**config.mk**
```make
export PLATFORM = sky130hd
export DESIGN_NAME = cpu_stall_harness_flat
export DESIGN_NICKNAME = d
export VERILOG_FILES = /design/src/rtl/cpu_stall_harness_if.sv /design/src/rtl/cpu_stall_harness.sv /design/src/flat_wrapper.sv
export SDC_FILE = /design/constraint.sdc
export NUM_CORES = 1
export LEC_CHECK = 0
export CAP_MARGIN = 5
export CORE_ASPECT_RATIO = 0.6
export CORE_UTILIZATION = 35
export CTS_BUF_LIST = sky130_fd_sc_hd__clkbuf_4
export DETAILED_ROUTE_END_ITERATION = 10
export PLACE_DENSITY_LB_ADDON = 0.12
export SLEW_MARGIN = 20
export SYNTH_ARGS = -nofsm -noshare
export SYNTH_HDL_FRONTEND = slang
export SYNTH_SLANG_ARGS = --single-unit
```
**constraint.sdc**
```tcl
create_clock -name clk -period 3.7 [get_ports clk]
set_input_delay 0.37 -clock clk [delete_from_list [all_inputs] [get_ports clk]]
set_output_delay 0.37 -clock clk [all_outputs]
set_load 0.01 [all_outputs]
```
**src/rtl/cpu_stall_harness_if.sv**
```systemverilog
// Bus between the stall harness and whatever drives/observes it.
// The master drives the control inputs and the monitored PC; the slave is the harness.
interface cpu_stall_harness_if #(
    parameter int PC_WIDTH  = 16,
    parameter int CNT_WIDTH = 32
);
    logic                 en;
    logic [1:0]           mode;
    logic [7:0]           period;
    logic [7:0]           burst_len;
    logic [PC_WIDTH-1:0]  break_pc;
    logic [PC_WIDTH-1:0]  pc_in;
    logic                 stallreq_cpu;
    logic                 halted;
    logic [CNT_WIDTH-1:0] cycle_count;
    logic [CNT_WIDTH-1:0] stall_count;
    logic [PC_WIDTH-1:0]  pc_last;

    modport master (
        output en, mode, period, burst_len, break_pc, pc_in,
        input  stallreq_cpu, halted, cycle_count, stall_count, pc_last
    );

    modport slave (
        input  en, mode, period, burst_len, break_pc, pc_in,
        output stallreq_cpu, halted, cycle_count, stall_count, pc_last
    );
endinterface

```
**src/rtl/cpu_stall_harness.sv**
```systemverilog
// Stall-request generator (none/periodic/random/breakpoint) plus PC halt monitor
// and saturating run/stall cycle counters for the CPU test build.
module cpu_stall_harness #(
    parameter int          PC_WIDTH    = 16,
    parameter int          CNT_WIDTH   = 32,
    parameter int          HALT_CYCLES = 8,
    parameter logic [15:0] LFSR_SEED   = 16'hACE1
) (
    input logic               clk,
    input logic               rst,
    cpu_stall_harness_if.slave bus
);
    localparam int SC_W = $clog2(HALT_CYCLES + 1);

    logic [15:0]          r_lfsr;
    logic [1:0]           r_mode_q;
    logic [7:0]           r_phase;
    logic [7:0]           r_bcnt;
    logic                 r_armed;
    logic [SC_W-1:0]      r_sc;
    logic                 r_stall;
    logic                 r_halted;
    logic [CNT_WIDTH-1:0] r_cyc;
    logic [CNT_WIDTH-1:0] r_scnt;
    logic [PC_WIDTH-1:0]  r_pc_last;

    logic                 w_active;
    logic                 w_mode_chg;
    logic                 w_lfsr_fb;
    logic                 w_pc_eq;
    logic                 w_bp_match;
    logic                 w_hit;
    logic                 w_phase_wrap;
    logic [SC_W-1:0]      w_sc_next;
    logic                 w_stall_nxt;
    logic [7:0]           w_phase_nxt;
    logic [7:0]           w_bcnt_nxt;
    logic                 w_armed_nxt;

    assign w_active     = bus.en && !r_halted;
    assign w_mode_chg   = bus.mode != r_mode_q;
    assign w_lfsr_fb    = r_lfsr[0] ^ r_lfsr[2] ^ r_lfsr[3] ^ r_lfsr[5];
    assign w_pc_eq      = bus.pc_in == r_pc_last;
    assign w_bp_match   = bus.pc_in == bus.break_pc;
    assign w_hit        = r_armed && w_bp_match && (bus.burst_len != 8'd0);
    assign w_phase_wrap = ({1'b0, r_phase} + 9'd1) >= {1'b0, bus.period};
    // A stalled CPU legitimately repeats its PC, so stalled cycles neither count nor clear.
    assign w_sc_next    = r_stall ? r_sc : (w_pc_eq ? r_sc + 1'b1 : '0);

    always_comb begin
        w_stall_nxt = 1'b0;
        w_phase_nxt = r_phase;
        w_bcnt_nxt  = r_bcnt;
        w_armed_nxt = r_armed;
        if (w_mode_chg) begin
            w_phase_nxt = 8'd0;
            w_bcnt_nxt  = 8'd0;
            w_armed_nxt = 1'b1;
        end else begin
            case (bus.mode)
                2'b01: begin
                    w_stall_nxt = (bus.period != 8'd0) && (r_phase < bus.burst_len);
                    w_phase_nxt = w_phase_wrap ? 8'd0 : r_phase + 8'd1;
                end
                2'b10: w_stall_nxt = (r_lfsr[1:0] == 2'b00);
                2'b11: begin
                    if (r_bcnt != 8'd0) begin
                        w_stall_nxt = 1'b1;
                        w_bcnt_nxt  = r_bcnt - 8'd1;
                    end else if (w_hit) begin
                        w_bcnt_nxt  = bus.burst_len;
                        w_armed_nxt = 1'b0;
                    end else if (!w_bp_match) begin
                        w_armed_nxt = 1'b1;
                    end
                end
                default: w_stall_nxt = 1'b0;
            endcase
        end
    end

    always_ff @(posedge clk) begin
        if (rst) begin
            r_lfsr    <= LFSR_SEED;
            r_mode_q  <= 2'b00;
            r_phase   <= 8'd0;
            r_bcnt    <= 8'd0;
            r_armed   <= 1'b1;
            r_sc      <= '0;
            r_stall   <= 1'b0;
            r_halted  <= 1'b0;
            r_cyc     <= '0;
            r_scnt    <= '0;
            r_pc_last <= '0;
        end else if (w_active) begin
            r_lfsr    <= {w_lfsr_fb, r_lfsr[15:1]};
            r_mode_q  <= bus.mode;
            r_phase   <= w_phase_nxt;
            r_bcnt    <= w_bcnt_nxt;
            r_armed   <= w_armed_nxt;
            r_sc      <= w_sc_next;
            r_stall   <= w_stall_nxt;
            r_halted  <= r_halted | (w_sc_next == SC_W'(HALT_CYCLES));
            r_pc_last <= bus.pc_in;
            if (!(&r_cyc))
                r_cyc <= r_cyc + 1'b1;
            if (r_stall && !(&r_scnt))
                r_scnt <= r_scnt + 1'b1;
        end else begin
            r_stall <= 1'b0;
        end
    end

    assign bus.stallreq_cpu = r_stall;
    assign bus.halted       = r_halted;
    assign bus.cycle_count  = r_cyc;
    assign bus.stall_count  = r_scnt;
    assign bus.pc_last      = r_pc_last;
endmodule

```
**src/flat_wrapper.sv**
```systemverilog
// flat-port wrapper written by rule: the top's interface ports become plain ports
module cpu_stall_harness_flat 
#(
    parameter int          PC_WIDTH    = 16,
    parameter int          CNT_WIDTH   = 32,
    parameter int          HALT_CYCLES = 8,
    parameter logic [15:0] LFSR_SEED   = 16'hACE1
)
  (clk, rst, bus_en, bus_mode, bus_period, bus_burst_len, bus_break_pc, bus_pc_in, bus_stallreq_cpu, bus_halted, bus_cycle_count, bus_stall_count, bus_pc_last);
  cpu_stall_harness_if #(.PC_WIDTH(PC_WIDTH), .CNT_WIDTH(CNT_WIDTH)) bus_i ();
  input logic clk;
  input logic rst;
  input wire logic [$bits(bus_i.en)-1:0] bus_en;
  input wire logic [$bits(bus_i.mode)-1:0] bus_mode;
  input wire logic [$bits(bus_i.period)-1:0] bus_period;
  input wire logic [$bits(bus_i.burst_len)-1:0] bus_burst_len;
  input wire logic [$bits(bus_i.break_pc)-1:0] bus_break_pc;
  input wire logic [$bits(bus_i.pc_in)-1:0] bus_pc_in;
  output wire logic [$bits(bus_i.stallreq_cpu)-1:0] bus_stallreq_cpu;
  output wire logic [$bits(bus_i.halted)-1:0] bus_halted;
  output wire logic [$bits(bus_i.cycle_count)-1:0] bus_cycle_count;
  output wire logic [$bits(bus_i.stall_count)-1:0] bus_stall_count;
  output wire logic [$bits(bus_i.pc_last)-1:0] bus_pc_last;
  assign bus_i.en = bus_en;
  assign bus_i.mode = bus_mode;
  assign bus_i.period = bus_period;
  assign bus_i.burst_len = bus_burst_len;
  assign bus_i.break_pc = bus_break_pc;
  assign bus_i.pc_in = bus_pc_in;
  assign bus_stallreq_cpu = bus_i.stallreq_cpu;
  assign bus_halted = bus_i.halted;
  assign bus_cycle_count = bus_i.cycle_count;
  assign bus_stall_count = bus_i.stall_count;
  assign bus_pc_last = bus_i.pc_last;
  cpu_stall_harness #(.PC_WIDTH(PC_WIDTH), .CNT_WIDTH(CNT_WIDTH), .HALT_CYCLES(HALT_CYCLES), .LFSR_SEED(LFSR_SEED)) u_core (.clk(clk), .rst(rst), .bus(bus_i));
endmodule
```
==> flow_summary_export.csv, run 1 <==
group,metric,value,unit
place,place_ws,938,ps
drt,totalWireLength,16800,µm
critical_path,crit_path_start,"u_core.r_phase[0]$_SDFFE_PP0P_",
critical_path,crit_type,"flip-flop to flip-flop",
sta,relSlewSlack,0.484,
drt,first_pass_iters,5,
die,fp.dieW,176,µm
yosys,syn_nets,859,
critical_path,startpoint_type,"flip-flop",
run,drv_cap,0,
min_path,hp-class,"primary input to flip-flop",
clock_tree,clkTransAtPathRegs,140,ps
yosys,synth_edf_count,0,
sta,fin_skew,31.1,ps
die,coreArea,17500,µm²
critical_path,end_kind,"flip-flop",
yosys,async_flop_share,0,
critical_path,critPathArrivalTime,3100,ps
pwr,p_per_area,352,nW/µm²
grt,grt_pass1_vias,5186,
grt,grt_max_degree,70,
critical_path,r2r_start,"u_core.r_phase[0]$_SDFFE_PP0P_",
critical_path,worstPathRequired,4130,ps
die,die-area,18700,µm²
drt,initialDrtViolationCount,389,
sta,final_hold_viol_count,0,
yosys,synth_top_family_by_area,"simple AND/OR/NAND/NOR gates",
sta,fin_ws,1020,ps
critical_path,rr_endpoint,"u_core.r_phase[5]$_SDFFE_PP0P_",
sta,slew_viol_final,0,
yosys,yosysTopAreaCell,"dfxtp_1",
die,start_util,0.364,
clock_tree,cts_resized,0,
clock_tree,htree_num_levels,4,
yosys,synth_top_area_share,0.381,
critical_path,crit_fanout,8,
clock_tree,clock_latency,520,ps
clock_tree,cts_tree,"yes",
sta,setup_viol,0,
drt,drc,0,
pwr,p_leak,2.88,nW
yosys,synth_cell_types,58,
die,num_rows,37,
yosys,synth_xor_area_frac,0.127,
yosys,syn_area,6350,µm²
yosys,synth-compound-area-share,0.124,
pwr,peakVddDrop,0.000153,V
sta,fin_crit,2680,ps
clock_tree,clockBufferDepth,2,
sta,setup_tns,0,ps
place,dp_hpwl,12100,µm
grt,antenna_found_initial,0,
critical_path,r2r_setup_slack,1020,ps
sta,rsz0062_at_grt,"no",
drt,wl_per_cell,14.5,µm
critical_path,critPathCapture,"u_core.r_phase[5]$_SDFFE_PP0P_",
place,portBuffers,134,
yosys,synth.ff_latch_count,121,
die,io_pins,135,
clock_tree,ctsHoldBuffers,0,
sta,fmax,374,MHz
grt,overflow,0,
die,die_y,106,µm
yosys,syn_avg_cell_area,8.08,µm²
critical_path,ff2ff_path_depth,12,
drt,vias_per_cell,5.07,
yosys,ys_seq_area_frac,0.381,
yosys,ys_warn_count,0,
final_layout,syn2layout_area_growth,30.7,%
yosys,synth_area_leaders,"dfxtp_1 (38%), xnor2_1 (9.4%), nand2_1 (6.9%), a21oi_1 (4.4%), nor2_1 (4.0%)",
run_status,outcome,"finished clean",
yosys,yosys_most_used_dff,"dfxtp_1",
clock_tree,root_buffer,"clkbuf_4",
final_layout,layout_common_cells,"clkdlybuf4s50_1 (133), dfxtp_1 (121), nand2_1 (116)",
grt,grtUsageTotal,0.183,
yosys,synth_fa_ha_area_frac,0.0394,
sta,period_share,0.723,
final_layout,final_layout_size_suffix_gt1_frac,0.0625,
clock_tree,post_cts_buffers,0,
place,finalWeightedCongestion,0.799,
final_layout,antenna_cells,0,
sta,holdWs,397,ps
yosys,synthMuxAreaShare,0.00158,
sta,tightestPinTransition,771,ps
clock_tree,cts_buffers,17,
drt,vias,5895,
grt,grt_pass1_wl,27400,µm
final_layout,finalNetCount,988,
yosys,yosys.area_share.simple,0.294,
drt,antenna_left,0,
yosys,synth_cells,786,
clock_tree,clkSinkCount,121,
final_layout,layout_commonest_cell,"clkdlybuf4s50_1",
[worst min-delay path by stage]
stage                                         startpoint                                     end  slack (ps)  cells past startpoint
after floorplan           u_core.r_lfsr[13]$_SDFFE_PP1P_          u_core.r_lfsr[12]$_SDFFE_PP0P_         430                      2
after global placement     u_core.r_lfsr[4]$_SDFFE_PP0P_           u_core.r_lfsr[4]$_SDFFE_PP0P_         450                      2
after detailed placement   u_core.r_lfsr[4]$_SDFFE_PP0P_           u_core.r_lfsr[3]$_SDFFE_PP0P_         450                      2
after CTS                                            rst  u_core.bus.stall_count[4]$_SDFFE_PP0P_         370                      2
after global routing                                 rst  u_core.bus.stall_count[5]$_SDFFE_PP0P_         360                      2
final                                                rst  u_core.bus.stall_count[6]$_SDFFE_PP0P_         400                      2
[per-layer routing]
| metal | global-route usage | share of wire | vias up |
|---|---|---|---|
| met1 | 0.286 | 0.55 | 2677 |
| met4 | 0.0379 | 0.0066 | 0 |
| met2 | 0.236 | 0.37 | 170 |
| met3 | 0.0547 | 0.077 | 12 |
| met5 | 0 | 0 | - |
| li1 | - | - | 3036 |
[cell families after synthesis]
family                   count (synthesis)
buffers and inverters                   52
multiplexers                             1
AO/OA/AOI/OAI                          129
flip-flops                             121
AND/OR/NAND/NOR                        371
adder cells (fa/ha/maj)                 20
XOR/XNOR                                92
[final cells by class]
cell class / count / area (µm²)
timing repair buffer: 141 / 1390
clock inverter: 14 / 245
inverter: 21 / 78.8
fill: 1719 / 9150
multi-input combinational: 613 / 3730
sequential: 121 / 2420
clock buffer: 18 / 135
tap: 234 / 293
[stage by stage]
stage | power (W) | cell area (µm²) | cells | util
after global routing | 0.00308 | 8300 | 1162 | 0.476
after global placement | 0.00173 | 7920 | 1130 | 0.454
final | 0.00293 | 8300 | 1162 | 0.476
after detailed placement | 0.00173 | 7920 | 1130 | 0.454
after floorplan | 0.00158 | 6350 | 786 | -
after CTS | 0.00296 | 8300 | 1162 | 0.476
[registers in the layout, indices dropped and copies added, names as in the netlist]
signal and cells:
u_core.r_mode_q 2, u_core.bus.pc_last 16, u_core.bus.cycle_count 32, u_core.r_armed 1, u_core.r_sc 4, u_core.bus.stall_count 32, u_core.bus.stallreq_cpu 1, u_core.r_lfsr 16
u_core.bus.halted 1, u_core.r_phase 8, u_core.r_bcnt 8
[cell usage after synthesis (9+ instances only)]
cell type and instances:
nor2_1 67, o21ai_0 32, nor3_1 27, and4_1 9, dfxtp_1 121, nand3_1 41
a21oi_1 56, and3_1 11, xnor2_1 68, nand4_1 27, ha_1 20, nand2_1 116
clkbuf_1 27, xor2_1 24, or3_1 15, inv_1 21, nor2b_1 10, nor4_1 12
[critical path: stages, from the launching register on]
cell and delay [ps]:
dfxtp_1 470, ha_1 260, and3_1 210, nor2b_1 60
or2_2 300, ha_1 300, a21o_1 180, nand2_1 60
o2111ai_1 110, a311oi_1 210, buf_4 210, o21ai_0 100
a21oi_1 130
[power by group]
part,total (W),leakage [nW],switching (W),internal [W]
clock network,0.00123,0.197,0.000543,0.000687
logic,0.000334,1.70,0.000175,0.000159
registers,0.00136,0.982,0.0000285,0.00133
(Power assumes the default switching activity.)
==> inputs of run 2 (changes only) <==
==> constraint.sdc (replaced) <==
create_clock -name clk -period 2.7 [get_ports clk]
set_input_delay 0.27 -clock clk [delete_from_list [all_inputs] [get_ports clk]]
set_output_delay 0.27 -clock clk [all_outputs]
set_load 0.01 [all_outputs]
==> flow_summary_export.csv, run 2 (synthesis gave the netlist of run 1 again) <==
group,metric,value,unit
final_layout,layout_common_cells,"clkdlybuf4s50_1 (133), dfxtp_1 (117), nand2_1 (116)",
pwr,p_clk_frac,0.389,
run,drv_cap,0,
pwr,intPower,0.00280,W
clock_tree,root_buffer,"clkbuf_4",
drt,vias,5869,
grt,top_usage_layer,"met1",
drt,first_pass_iters,7,
die,coreArea,17500,µm²
die,die_y,106,µm
pwr,power_switching,0.00104,W
run_status,outcome,"finished clean",
critical_path,critPathArrivalTime,2980,ps
critical_path,r2r_start,"u_core.r_phase[1]$_SDFFE_PP0P_",
pwr,peakVddDrop,0.000271,V
clock_tree,htree_num_levels,4,
place,dp_hpwl,12400,µm
pwr,p_seq_frac,0.485,
pwr,p_leak,2.92,nW
critical_path,crit_path_start,"u_core.r_phase[1]$_SDFFE_PP0P_",
sta,setup_tns,0,ps
critical_path,worstPathRequired,3140,ps
grt,overflow,0,
grt,grt_pass1_vias,5257,
die,io_pins,135,
sta,tightestPinTransition,809,ps
sta,final_hold_viol_count,0,
drt,initialDrtViolationCount,403,
sta,fin_crit,2540,ps
place,portBuffers,134,
sta,period_share,0.942,
grt,grtUsageMet3,0.0440,
die,num_rows,37,
final_layout,layout_commonest_cell,"clkdlybuf4s50_1",
critical_path,crit_fanout,8,
drt,antenna_left,0,
sta,fin_skew,23.9,ps
sta,relSlewSlack,0.458,
clock_tree,cts_buffers,17,
critical_path,crit_type,"flip-flop to flip-flop",
critical_path,end_kind,"flip-flop",
min_path,hp-start,"rst",
die,fp.dieW,176,µm
clock_tree,clkTransAtPathRegs,130,ps
clock_tree,clockBufferDepth,2,
sta,setup_viol,0,
final_layout,antenna_cells,0,
die,die-area,18700,µm²
grt,grt_max_degree,44,
drt,vias_per_cell,4.99,
place,dpl.cell_count,1143,
clock_tree,cts_tree,"yes",
pwr,totalPowerFinal,0.00384,W
drt,wl_per_cell,14.6,µm
sta,slew_viol_final,0,
final_layout,post-route-util,0.480,
min_path,hp-class,"primary input to flip-flop",
grt,met1_usage,0.299,
sta,rsz0062_at_grt,"no",
sta,fmax,393,MHz
die,start_util,0.364,
grt,antenna_found_initial,0,
final_layout,syn2layout_area_growth,31.8,%
grt,grtUsageTotal,0.188,
clock_tree,clock_latency,500,ps
grt,grt_pass1_wl,28000,µm
drt,totalWireLength,17100,µm
clock_tree,ctsHoldBuffers,0,
clock_tree,clkSinkCount,121,
pwr,p_per_area,459,nW/µm²
place,finalWeightedCongestion,0.806,
pwr,comb_power_share,0.125,
drt,drc,0,
final_layout,final_layout_size_suffix_gt1_frac,0.0828,
final_layout,final_cells,1176,
final_layout,finalNetCount,1002,
grt,grt_use_met2,0.245,
critical_path,startpoint_type,"flip-flop",
final_layout,n_fill_cell,1733,
pwr,sw_frac_of_total,0.271,
run 2: layout make-up:
type / count / area (µm²) / share of cell area
repair buffers: 155 / 1500 / 0.179
clock buffers: 17 / 128 / 0.0152
inverters: 21 / 78.8 / 0.00942
multi-input cells: 613 / 3750 / 0.448
well taps: 234 / 293 / 0.0350
flip-flops and latches: 121 / 2430 / 0.290
clock inverters: 15 / 198 / 0.0236
run 2: routing by layer:
metal  vias up  part of all wire  routed length [µm]
li1       3056                 -                   -
met1      2654              0.56                9580
met2       149              0.37                6360
met3        10             0.064                1100
met4         0            0.0053                  91
met5         -                 0                   0
run 2: power by group through the flow:
| stage | sequential, W | combinational, W | clock (W) |
|---|---|---|---|
| 6_report | 0.00186 | 0.000481 | 0.00149 |
| 5_1_grt | 0.00187 | 0.000534 | 0.00162 |
| 4_1_cts | 0.00187 | 0.000483 | 0.00153 |
| 3_5_place_dp | 0.00190 | 0.000481 | 0 |
| 3_3_place_gp | 0.00190 | 0.000483 | 0 |
| 2_1_floorplan | 0.00190 | 0.000266 | 0 |
run 2: timing repair:
action / in CTS / in global routing
resized for setup: 0 / 8
buffers inserted: 0 / 1
endpoints found under the hold margin: 0 / 0
endpoints found under the setup margin: 0 / 5
run 2: per-stage QoR:
stage,worst slack [ps],hold slack (ps),area [µm²]
after floorplan,51.7,406,6350
after global placement,238,444,8020
after detailed placement,154,445,8020
after CTS,100,163,8340
after global routing,21.8,154,8370
final,156,190,8370
run 2: final timing paths:
kind,to,slack [ps],cells after the start
worst max register to register,u_core.r_phase[2]$_SDFFE_PP0P_,160,12
worst min register to register,u_core.r_lfsr[14]$_SDFFE_PP0P_,440,2
worst max-delay path,u_core.r_phase[2]$_SDFFE_PP0P_,160,12
worst min-delay path,u_core.bus.cycle_count[29]$_SDFFE_PP0P_,190,2
run 2: critical path: stages, from the launching register on:
cell	delay (ps)
dfxtp_4	380
ha_2	190
and3_1	190
nor2b_1	140
or2_2	300
ha_4	220
a21o_1	170
nand2_1	60
o2111ai_1	110
a311oi_1	280
buf_4	210
o21ai_0	90
a21oi_1	150
==> inputs of run 3 (changes only) <==
--- a/config.mk
+++ b/config.mk
@@ -5,7 +5,7 @@
 export SDC_FILE = /design/constraint.sdc
 export NUM_CORES = 1
 export LEC_CHECK = 0
-export CAP_MARGIN = 5
+export CAP_MARGIN = 20
 export CORE_ASPECT_RATIO = 0.6
 export CORE_UTILIZATION = 35
 export CTS_BUF_LIST = sky130_fd_sc_hd__clkbuf_4
==> results of run 3 <==
The final DEF is identical to that of run 2; final timing and power are the same.
